## src/rtl/fetch_stage.sv

```systemverilog
// Instruction-fetch stage: program counter, instruction-memory address and IF/ID latch.
// Applies redirects and stalls, squashes the wrong-path word and stops on halt.
module fetch_stage #(
    parameter logic [31:0] RESET_PC = 32'h0000_0000,
    parameter int          ADDR_W   = 10
) (
    input  logic              clk,
    input  logic              rst,
    input  logic              pcen,
    input  logic              pcclear,
    input  logic [31:0]       newpc,
    input  logic              halt,
    output logic [ADDR_W-1:0] imem_addr,
    input  logic [31:0]       imem_rdata,
    output logic [31:0]       pc,
    output logic [31:0]       id_pc,
    output logic [31:0]       id_instr,
    output logic              id_valid,
    output logic              halted,
    output logic [15:0]       fetchsum,
    output logic [15:0]       flushsum,
    output logic [15:0]       stallsum
);

    typedef enum logic [1:0] {
        BOOT   = 2'd0,
        RUN    = 2'd1,
        HALTED = 2'd2
    } state_t;

    state_t      state_r;
    state_t      state_nxt_s;
    logic [31:0] pc_nxt_s;
    logic [31:0] id_pc_nxt_s;
    logic [31:0] id_instr_nxt_s;
    logic        id_valid_nxt_s;
    logic        halted_nxt_s;
    logic [15:0] fetchsum_nxt_s;
    logic [15:0] flushsum_nxt_s;
    logic [15:0] stallsum_nxt_s;

    assign imem_addr = pc[ADDR_W+1:2];

    // Next-state and datapath selection; halt outranks stall, which outranks redirect.
    always_comb begin
        state_nxt_s    = state_r;
        pc_nxt_s       = pc;
        id_pc_nxt_s    = id_pc;
        id_instr_nxt_s = id_instr;
        id_valid_nxt_s = id_valid;
        fetchsum_nxt_s = fetchsum;
        flushsum_nxt_s = flushsum;
        stallsum_nxt_s = stallsum;
        case (state_r)
            BOOT: begin
                state_nxt_s = RUN;
            end
            RUN: begin
                if (halt) begin
                    state_nxt_s    = HALTED;
                    id_pc_nxt_s    = 32'h0000_0000;
                    id_instr_nxt_s = 32'h0000_0000;
                    id_valid_nxt_s = 1'b0;
                end else if (!pcen) begin
                    // A pending redirect stays asserted from the held IF/ID, so it is simply deferred.
                    stallsum_nxt_s = stallsum + 16'd1;
                end else if (pcclear) begin
                    pc_nxt_s       = {newpc[31:2], 2'b00};
                    id_pc_nxt_s    = 32'h0000_0000;
                    id_instr_nxt_s = 32'h0000_0000;
                    id_valid_nxt_s = 1'b0;
                    flushsum_nxt_s = flushsum + 16'd1;
                end else begin
                    pc_nxt_s       = pc + 32'd4;
                    id_pc_nxt_s    = pc;
                    id_instr_nxt_s = imem_rdata;
                    id_valid_nxt_s = 1'b1;
                    fetchsum_nxt_s = fetchsum + 16'd1;
                end
            end
            HALTED: begin
                state_nxt_s = HALTED;
            end
            default: begin
                state_nxt_s = BOOT;
            end
        endcase
        halted_nxt_s = (state_nxt_s == HALTED);
    end

    // State, PC, IF/ID latch and statistics registers.
    always_ff @(posedge clk or posedge rst) begin
        if (rst) begin
            state_r  <= BOOT;
            pc       <= RESET_PC;
            id_pc    <= 32'h0000_0000;
            id_instr <= 32'h0000_0000;
            id_valid <= 1'b0;
            halted   <= 1'b0;
            fetchsum <= 16'h0000;
            flushsum <= 16'h0000;
            stallsum <= 16'h0000;
        end else begin
            state_r  <= state_nxt_s;
            pc       <= pc_nxt_s;
            id_pc    <= id_pc_nxt_s;
            id_instr <= id_instr_nxt_s;
            id_valid <= id_valid_nxt_s;
            halted   <= halted_nxt_s;
            fetchsum <= fetchsum_nxt_s;
            flushsum <= flushsum_nxt_s;
            stallsum <= stallsum_nxt_s;
        end
    end

endmodule

```

## config.mk

```make
export PLATFORM = sky130hd
export DESIGN_NAME = fetch_stage
export DESIGN_NICKNAME = d
export VERILOG_FILES = /design/src/rtl/fetch_stage.sv
export SDC_FILE = /design/constraint.sdc
export NUM_CORES = 1
export LEC_CHECK = 0
export CORE_AREA = 2 2 123 125
export CTS_CLUSTER_SIZE = 25
export DETAILED_ROUTE_END_ITERATION = 10
export DIE_AREA = 0 0 125 127
export GPL_ROUTABILITY_DRIVEN = 1
export PLACE_DENSITY = 0.79
export SLEW_MARGIN = 40
export SYNTH_ARGS = -nofsm -noshare
export SYNTH_HDL_FRONTEND = slang
export SYNTH_SLANG_ARGS = --single-unit
```

## constraint.sdc

```tcl
create_clock -name clk -period 6.4 [get_ports clk]
set_input_delay 0.96 -clock clk [delete_from_list [all_inputs] [get_ports clk]]
set_output_delay 0.96 -clock clk [all_outputs]
set_load 0.05 [all_outputs]
```

Word level (Yosys, flattened, before mapping). Index checks and enable logic that the tools add are counted. Widths: inputs -> output; s select.

Bits of input ports: 69. Register bits after elaboration: 148. Word-level logic and storage cells: 38.

Equality and inequality tests: 3. Bitwise operators: 3. Muxes and demuxes: 12. Add/sub/neg operators: 4. Reduce and logical (&&, ||, !) cells: 7.

Operator list (number): $mux 32 (7); $add 16x1->16 const B (3); $add 32x3->32 const B (1); $reduce_and 4->1 (2); $pmux 2 s3 (1); $reduce_and 3->1 (2); $eq 2x2->1 const B (2); $mux 1 (3); $not 1->1 (3); $eq 2x1->1 const B (1); $logic_not 2->1 (1); $mux 2 (1); $reduce_and 2->1 (1); $reduce_bool 2->1 (1).

Logic depth before layout (Yosys ltp). Gate-level depths: netlist of run 1.

Depth in word-level cells: 3. Gate-level depth with buffers: 7.

Worst setup path after synthesis of run 1. Ideal clock, no wire load.

Path type: in2reg. From: in halt. To: reg flushsum[13]. Arrival time: 2.232 ns. Data required time: 6.259 ns. Path slack: 4.027 ns. Buffers on the path: 1. Cell stages on the path: 6. Cell sequence: nand4bb_1 > buf_2 > or4_4 > nor2_2 > nand4_1 > xnor2_1.

Word-level cells in the longest chain between the ends: 2.

Ends and longest elaborated chain: start: declaration (line 12) `input logic halt,`; $not 1->1 (no line); $reduce_and 4->1 (no line); end signal: assignment (line 111) `flushsum <= flushsum_nxt_s;`; end: declaration (line 21) `output logic [15:0] flushsum,`.

Every way passes these cells. A chain may end at the register's enable or synchronous reset.

Final worst setup path of run 1.
From: in pcen. To: reg pc[25].

Word-level cells in the longest chain between the ends: 1.

Ends and longest elaborated chain: start: declaration (line 9) `input logic pcen,`; $reduce_and 3->1 (no line); end signal: assignment (line 105) `pc <= pc_nxt_s;`; end: declaration (line 15) `output logic [31:0] pc,`.

Every way passes these cells.

==> flow_summary.yaml, run 1 <==
clock_tree:
  htree_levels: 4
  clk_pin_slew_ns: 0.06
  numCtsBuffers: 17
  cts-root-buf: "clkbuf_16"
  hold_buffers: 0
  clock_latency_ns: 0.42
  cts.sinks: 145
  postCtsResizedCells: 0
  cts_tree: "built"
  cts_buffer_depth: 2
  post-cts-setup-buffers: 0
timing:
  max-slew-margin-rel: 0.517
  finalHoldViolCount: 0
  timing.final.crit_period_ns: 3.04
  final.setup.tns_ns: 0
  finalSetupViolCount: 0
  fmax_ghz: 0.328
  drv_slew: 0
  finalCritPeriodShare: 0.476
  fin_skew_ns: 0.00780
  tightest_slew_ns: 0.724
  rsz0062_at_grt: "no"
placement:
  hpwlAfterDp_mm: 12.2
  port_buffers: 220
  dpl_cell_area_mm2: 0.00873
  gp_congestion: 0.830
routing:
  drt_pre_antenna_iters: 5
  ant_nets: 0
  via_count: 5436
  wirelength_mm: 17.6
  drc: 0
  vias_per_cell: 5.51
  drtIter0Drc: 364
  routedWlPerCell_um: 17.9
setup_path:
  cp_max_fo: 39
  crit_family: "buffers and inverters"
  critPathSlowestCell: "clkdlybuf4s50_1"
  crit_chain: "clkdlybuf4s50_1 -> nor4bb_4 -> buf_4 -> nand2_1 -> buf_4 -> o22ai_1 -> a21oi_1 -> mux2_2"
  end_kind: "flop"
  crit_top_cell: "buf_4"
  arrival_ns: 3.36
  crit_type: "input port to flop"
  cp.required_ns: 6.71
  start_kind: "input port"
  crit_buf_inv: 3
  slowest_delay_ns: 0.59
power_and_ir_drop:
  internal_power_mw: 2.13
  clockPowerShare: 0.259
  power_switching_mw: 1.54
  peakVddDrop_uv: 218
  power_density_mw_per_mm2: 394
  p_leak_nw: 4.00
  power_frac_seq: 0.345
  combPwrFrac: 0.396
  switching_share: 0.420
grt:
  grt_start_max_net_pins: 96
  grt_pass1_wl_mm: 28.4
  grt.overflow.total: 0
  grt_usage: 0.224
  grt_pass1_vias: 5336
  antenna_found_initial: 0
synth:
  synthDistinctLibCells: 46
  netlist_area_mm2: 0.00640
  netlist_top_cells_area: "dfrtp_1 57%, a22o_1 7.4%, xnor2_1 4.4%, nand2_1 3.6%, o22ai_1 2.3%"
  ys_ff_latch: 145
  synth_edf_count: 0
  netlist.top_cell.by_area: "dfrtp_1"
  yosysWarnings: 0
  synth_top_area_frac: 0.567
  syn_inst: 587
  avgSynthCellArea_um2: 10.9
  async_reset_ff_frac: 1.00
  synth-seq-area-share: 0.567
  synth_top_flop_cell: "dfrtp_1"
min_path:
  hold_path_class: "flop to flop"
floorplan:
  die_h_um: 127
  core-area_mm2: 0.0144
  rows: 44
  start_util: 0.444
  dieArea_mm2: 0.0159
  io_pins: 225
  die_x_um: 125
outcome:
  outcome: "finished, final reports clean"
layout:
  n_fill_cell: 1135
  final_layout_size_suffix_gt1_frac: 0.0760
  antennaDiodeCount: 0
  final_cell_area_mm2: 0.00930
  final_nets: 863
  area_growth_syn_to_layout_pct: 45.3
run:
  cap_violations: 0
[per-layer routing]
layer,up-vias,GRT usage,part of all wire,routed length (um)
li1,2533,-,-,-
met1,2675,0.291,0.43,7550
met2,206,0.369,0.49,8650
met3,22,0.0574,0.065,1150
met4,0,0.0758,0.016,282
met5,-,0,0,0
[state kept, by name, summed over array words and instances, names as in the netlist]
register and cells:
id_pc 31, fetchsum 16, state_r 2, flushsum 16
id_instr 32, halted 1, pc 30, stallsum 16
id_valid 1
[synthesized netlist by cell type, types with 15 or more instances]
cell	count
a21oi_1	17
a22o_1	54
and3_1	15
clkbuf_1	24
dfrtp_1	145
nand2_1	62
nand3_1	22
nand4_1	19
nor2_1	31
o21ai_0	15
o22ai_1	24
xnor2_1	32
[final timing paths]
kind / start / end / slack [ns] / cells past startpoint
max: pcen / pc[25] / 3.36 / 8
max reg2reg: state_r[1] / pc[25] / 4.03 / 7
max in group asynchronous: rst / pc[15] / 4.24 / 3
min in group asynchronous: rst / id_instr[13] / 1.06 / 2
min reg2reg: id_pc[29] / id_pc[29] / 0.47 / 2
min: id_pc[29] / id_pc[29] / 0.47 / 2
[per-stage QoR]
stage	hold WS [ns]	worst slack, ns	total power, mW	util	cells
finish	0.470	3.36	3.67	0.645	987
global route	0.488	3.16	3.82	0.645	987
CTS	0.473	3.35	3.70	0.645	987
detailed placement	0.459	2.91	2.74	0.605	955
global placement	0.454	2.52	2.70	0.603	953
floorplan	0.487	1.55	2.22	-	588
[placed cells by master, fill, tap and decap left out, drive strengths merged, types with 2 or more instances in the layout]
cell type,netlist,final
o31ai,3,3
nand4,19,19
clkinvlp,0,7
o22ai,24,24
and3,15,15
dfrtp,145,145
xor2,13,13
conb,1,2
nand2b,2,2
nand2,62,62
inv,7,11
nand3,22,22
or3,2,2
and4,6,6
xnor2,32,32
or2,5,5
a31o,3,3
o21ai,16,16
a21oi,17,17
nor3,12,12
a311oi,6,6
a31oi,4,4
a22o,54,54
nor2,33,33
clkbuf,24,18
and2,6,6
clkinv,0,2
mux2i,8,8
buf,22,9
nor2b,2,2
nor4,4,4
clkdlybuf4s50,0,220
o41ai,2,2
mux2,3,3
ha,4,4
[logic make-up (layout without fill, tap and decap cells)]
| group | after synthesis | in the layout | share of synthesized area |
|---|---|---|---|
| adder cells (fa/ha/maj) | 4 | 4 | 0.00782 |
| AND/OR/NAND/NOR | 195 | 195 | 0.155 |
| XOR/XNOR | 45 | 45 | 0.0616 |
| flip-flops | 145 | 145 | 0.567 |
| multiplexers | 11 | 11 | 0.0178 |
| AO/OA/AOI/OAI | 133 | 133 | 0.151 |
| other | 1 | 2 | 0.000586 |
| buffers and inverters | 53 | 268 | 0.0401 |
[final cells by class]
cell class / instances / area (um2) / share of cell area
flip-flops and latches: 145 / 3630 / 0.390
multi-input cells: 390 / 2550 / 0.275
repair buffers: 229 / 2280 / 0.246
clock buffers: 18 / 439 / 0.0472
well taps: 184 / 230 / 0.0247
clock inverters: 14 / 131 / 0.0141
inverters: 7 / 33.8 / 0.00363
[power by group through the flow]
stage                     logic (mW)  registers (mW)  clock network (mW)
after floorplan                0.429            1.79                   0
after global placement          1.44            1.27                   0
after detailed placement        1.46            1.28                   0
after CTS                       1.47            1.27               0.966
after global routing            1.52            1.29                1.01
final                           1.45            1.27               0.951
[worst register-to-register path, cell delays in order (launching register included)]
cell and delay (ns):
dfrtp_1 0.47, nor4bb_4 0.30, buf_4 0.41, nand2_1 0.27, buf_4 0.29, o22ai_1 0.20
a21oi_1 0.06, mux2_2 0.26
No activity file was read; power rests on OpenSTA's default activity.
==> run 2: changes to the inputs <==
Clock period 6.4 ns to 3.1 ns, I/O delays scaled along.
==> run 2 against run 1 <==
  * Register-to-register slack got worse by 3.2 ns
  * Combinational power grew 110%
  * Largest power group unchanged
  * Cell area increased by 0.85%
==> flow_summary.yaml, run 2 (same netlist as run 1, synthesis figures left out) <==
routing:
  via_count: 5460
  wirelength_mm: 17.8
  drt_pre_antenna_iters: 4
  ant_nets: 0
  drtIter0Drc: 356
  drc: 0
  routedWlPerCell_um: 17.9
  vias_per_cell: 5.49
grt:
  grt.overflow.total: 0
  grt_start_max_net_pins: 90
  grt_pass1_wl_mm: 28.6
  grt_usage: 0.227
  antenna_found_initial: 0
  grt_pass1_vias: 5480
timing:
  finalHoldViolCount: 0
  drv_slew: 0
  max-slew-margin-rel: 0.556
  finalSetupViolCount: 0
  timing.final.crit_period_ns: 2.34
  tightest_slew_ns: 0.664
  final.setup.tns_ns: 0
  finalCritPeriodShare: 0.755
  fin_skew_ns: 0.00608
  fmax_ghz: 0.427
  holdWs_ns: 0.417
  rsz0062_at_grt: "no"
power_and_ir_drop:
  combPwrFrac: 0.391
  switching_share: 0.406
  power_switching_mw: 3.13
  clockPowerShare: 0.269
  power_frac_seq: 0.340
  power_density_mw_per_mm2: 821
  peakVddDrop_uv: 435
  p_leak_nw: 4.07
  internal_power_mw: 4.57
floorplan:
  core-area_mm2: 0.0144
  start_util: 0.444
  dieArea_mm2: 0.0159
  die_h_um: 127
  io_pins: 225
  die_x_um: 125
  rows: 44
layout:
  area_growth_syn_to_layout_pct: 46.5
  reg_top3: "id_instr: 32 flops, id_pc: 31 flops, pc: 30 flops"
  final_layout_size_suffix_gt1_frac: 0.0815
  largest_register: "id_instr"
  final_nets: 871
  n_fill_cell: 1098
  largest_reg_flops: 32
  final_common_cell: "clkdlybuf4s50_1"
  antennaDiodeCount: 0
  layout_common_cells: "220 x clkdlybuf4s50_1, 145 x dfrtp_1, 62 x nand2_1"
setup_path:
  cp.required_ns: 3.40
  start_kind: "input port"
  end_kind: "flop"
  crit_type: "input port to flop"
  cp_max_fo: 14
  arrival_ns: 2.64
clock_tree:
  cts.sinks: 145
  postCtsResizedCells: 0
  numCtsBuffers: 17
  cts_buffer_depth: 2
  htree_levels: 4
  post-cts-setup-buffers: 0
  clock_latency_ns: 0.42
  cts-root-buf: "clkbuf_16"
  clk_pin_slew_ns: 0.06
  cts_tree: "built"
  hold_buffers: 0
run:
  cap_violations: 0
placement:
  gp_congestion: 0.858
  port_buffers: 220
  hpwlAfterDp_mm: 12.6
min_path:
  hold_path_class: "input port to async pin"
outcome:
  outcome: "finished, final reports clean"
==> run 2: per-layer routing <==
layer	track usage	vias up	wire, um
li1	-	2541	-
met1	0.292	2704	7630
met2	0.371	192	8760
met3	0.0557	23	1050
met4	0.0915	0	348
met5	0	-	0
==> run 2: per-stage QoR <==
stage	setup WS, ns	power (mW)	utilization	cells	area (um2)
final	0.759	7.70	0.650	994	9380
after global placement	0.371	5.61	0.609	963	8790
after detailed placement	0.337	5.67	0.609	963	8790
after CTS	0.764	7.76	0.650	994	9380
after floorplan	0.816	4.58	-	588	6410
after global routing	0.601	8.03	0.650	994	9380
==> run 2: layout make-up <==
type                            instances  area (um2)  area share
Clock buffer                           21         460      0.0491
Clock inverter                         10         135      0.0144
Inverter                                7        30.0     0.00320
Multi-Input combinational cell        390        2550       0.272
Sequential cell                       145        3630       0.387
Tap cell                              184         230      0.0245
Timing Repair Buffer                  237        2340       0.250
==> run 2: worst max-delay path, stage by stage <==
cell and delay [ns]:
clkdlybuf4s50_1 0.58, nand4bb_1 0.32, buf_4 0.30, nor2_4 0.27, buf_4 0.28, nand2_1 0.10
o31ai_1 0.25, nor2_1 0.08
==> run 2: path summary, 6_finish.rpt <==
check / from / endpoint / slack, ns / cells past startpoint
worst max register to register: state_r[1] / pc[18] / 0.84 / 7
min in group clk: id_pc[28] / id_pc[28] / 0.47 / 2
worst max-delay path: pcen / pc[18] / 0.76 / 8
worst min register to register: id_pc[28] / id_pc[28] / 0.47 / 2
worst min-delay path: rst / flushsum[8] / 0.42 / 2
max in group asynchronous: rst / pc[19] / 1.88 / 3
==> run 2: power by group through the flow <==
stage | logic, mW | registers [mW] | clock network [mW]
2_1_floorplan | 0.887 | 3.69 | 0
3_3_place_gp | 2.99 | 2.62 | 0
3_5_place_dp | 3.02 | 2.65 | 0
4_1_cts | 3.04 | 2.62 | 2.11
5_1_grt | 3.16 | 2.68 | 2.19
6_report | 3.01 | 2.62 | 2.07
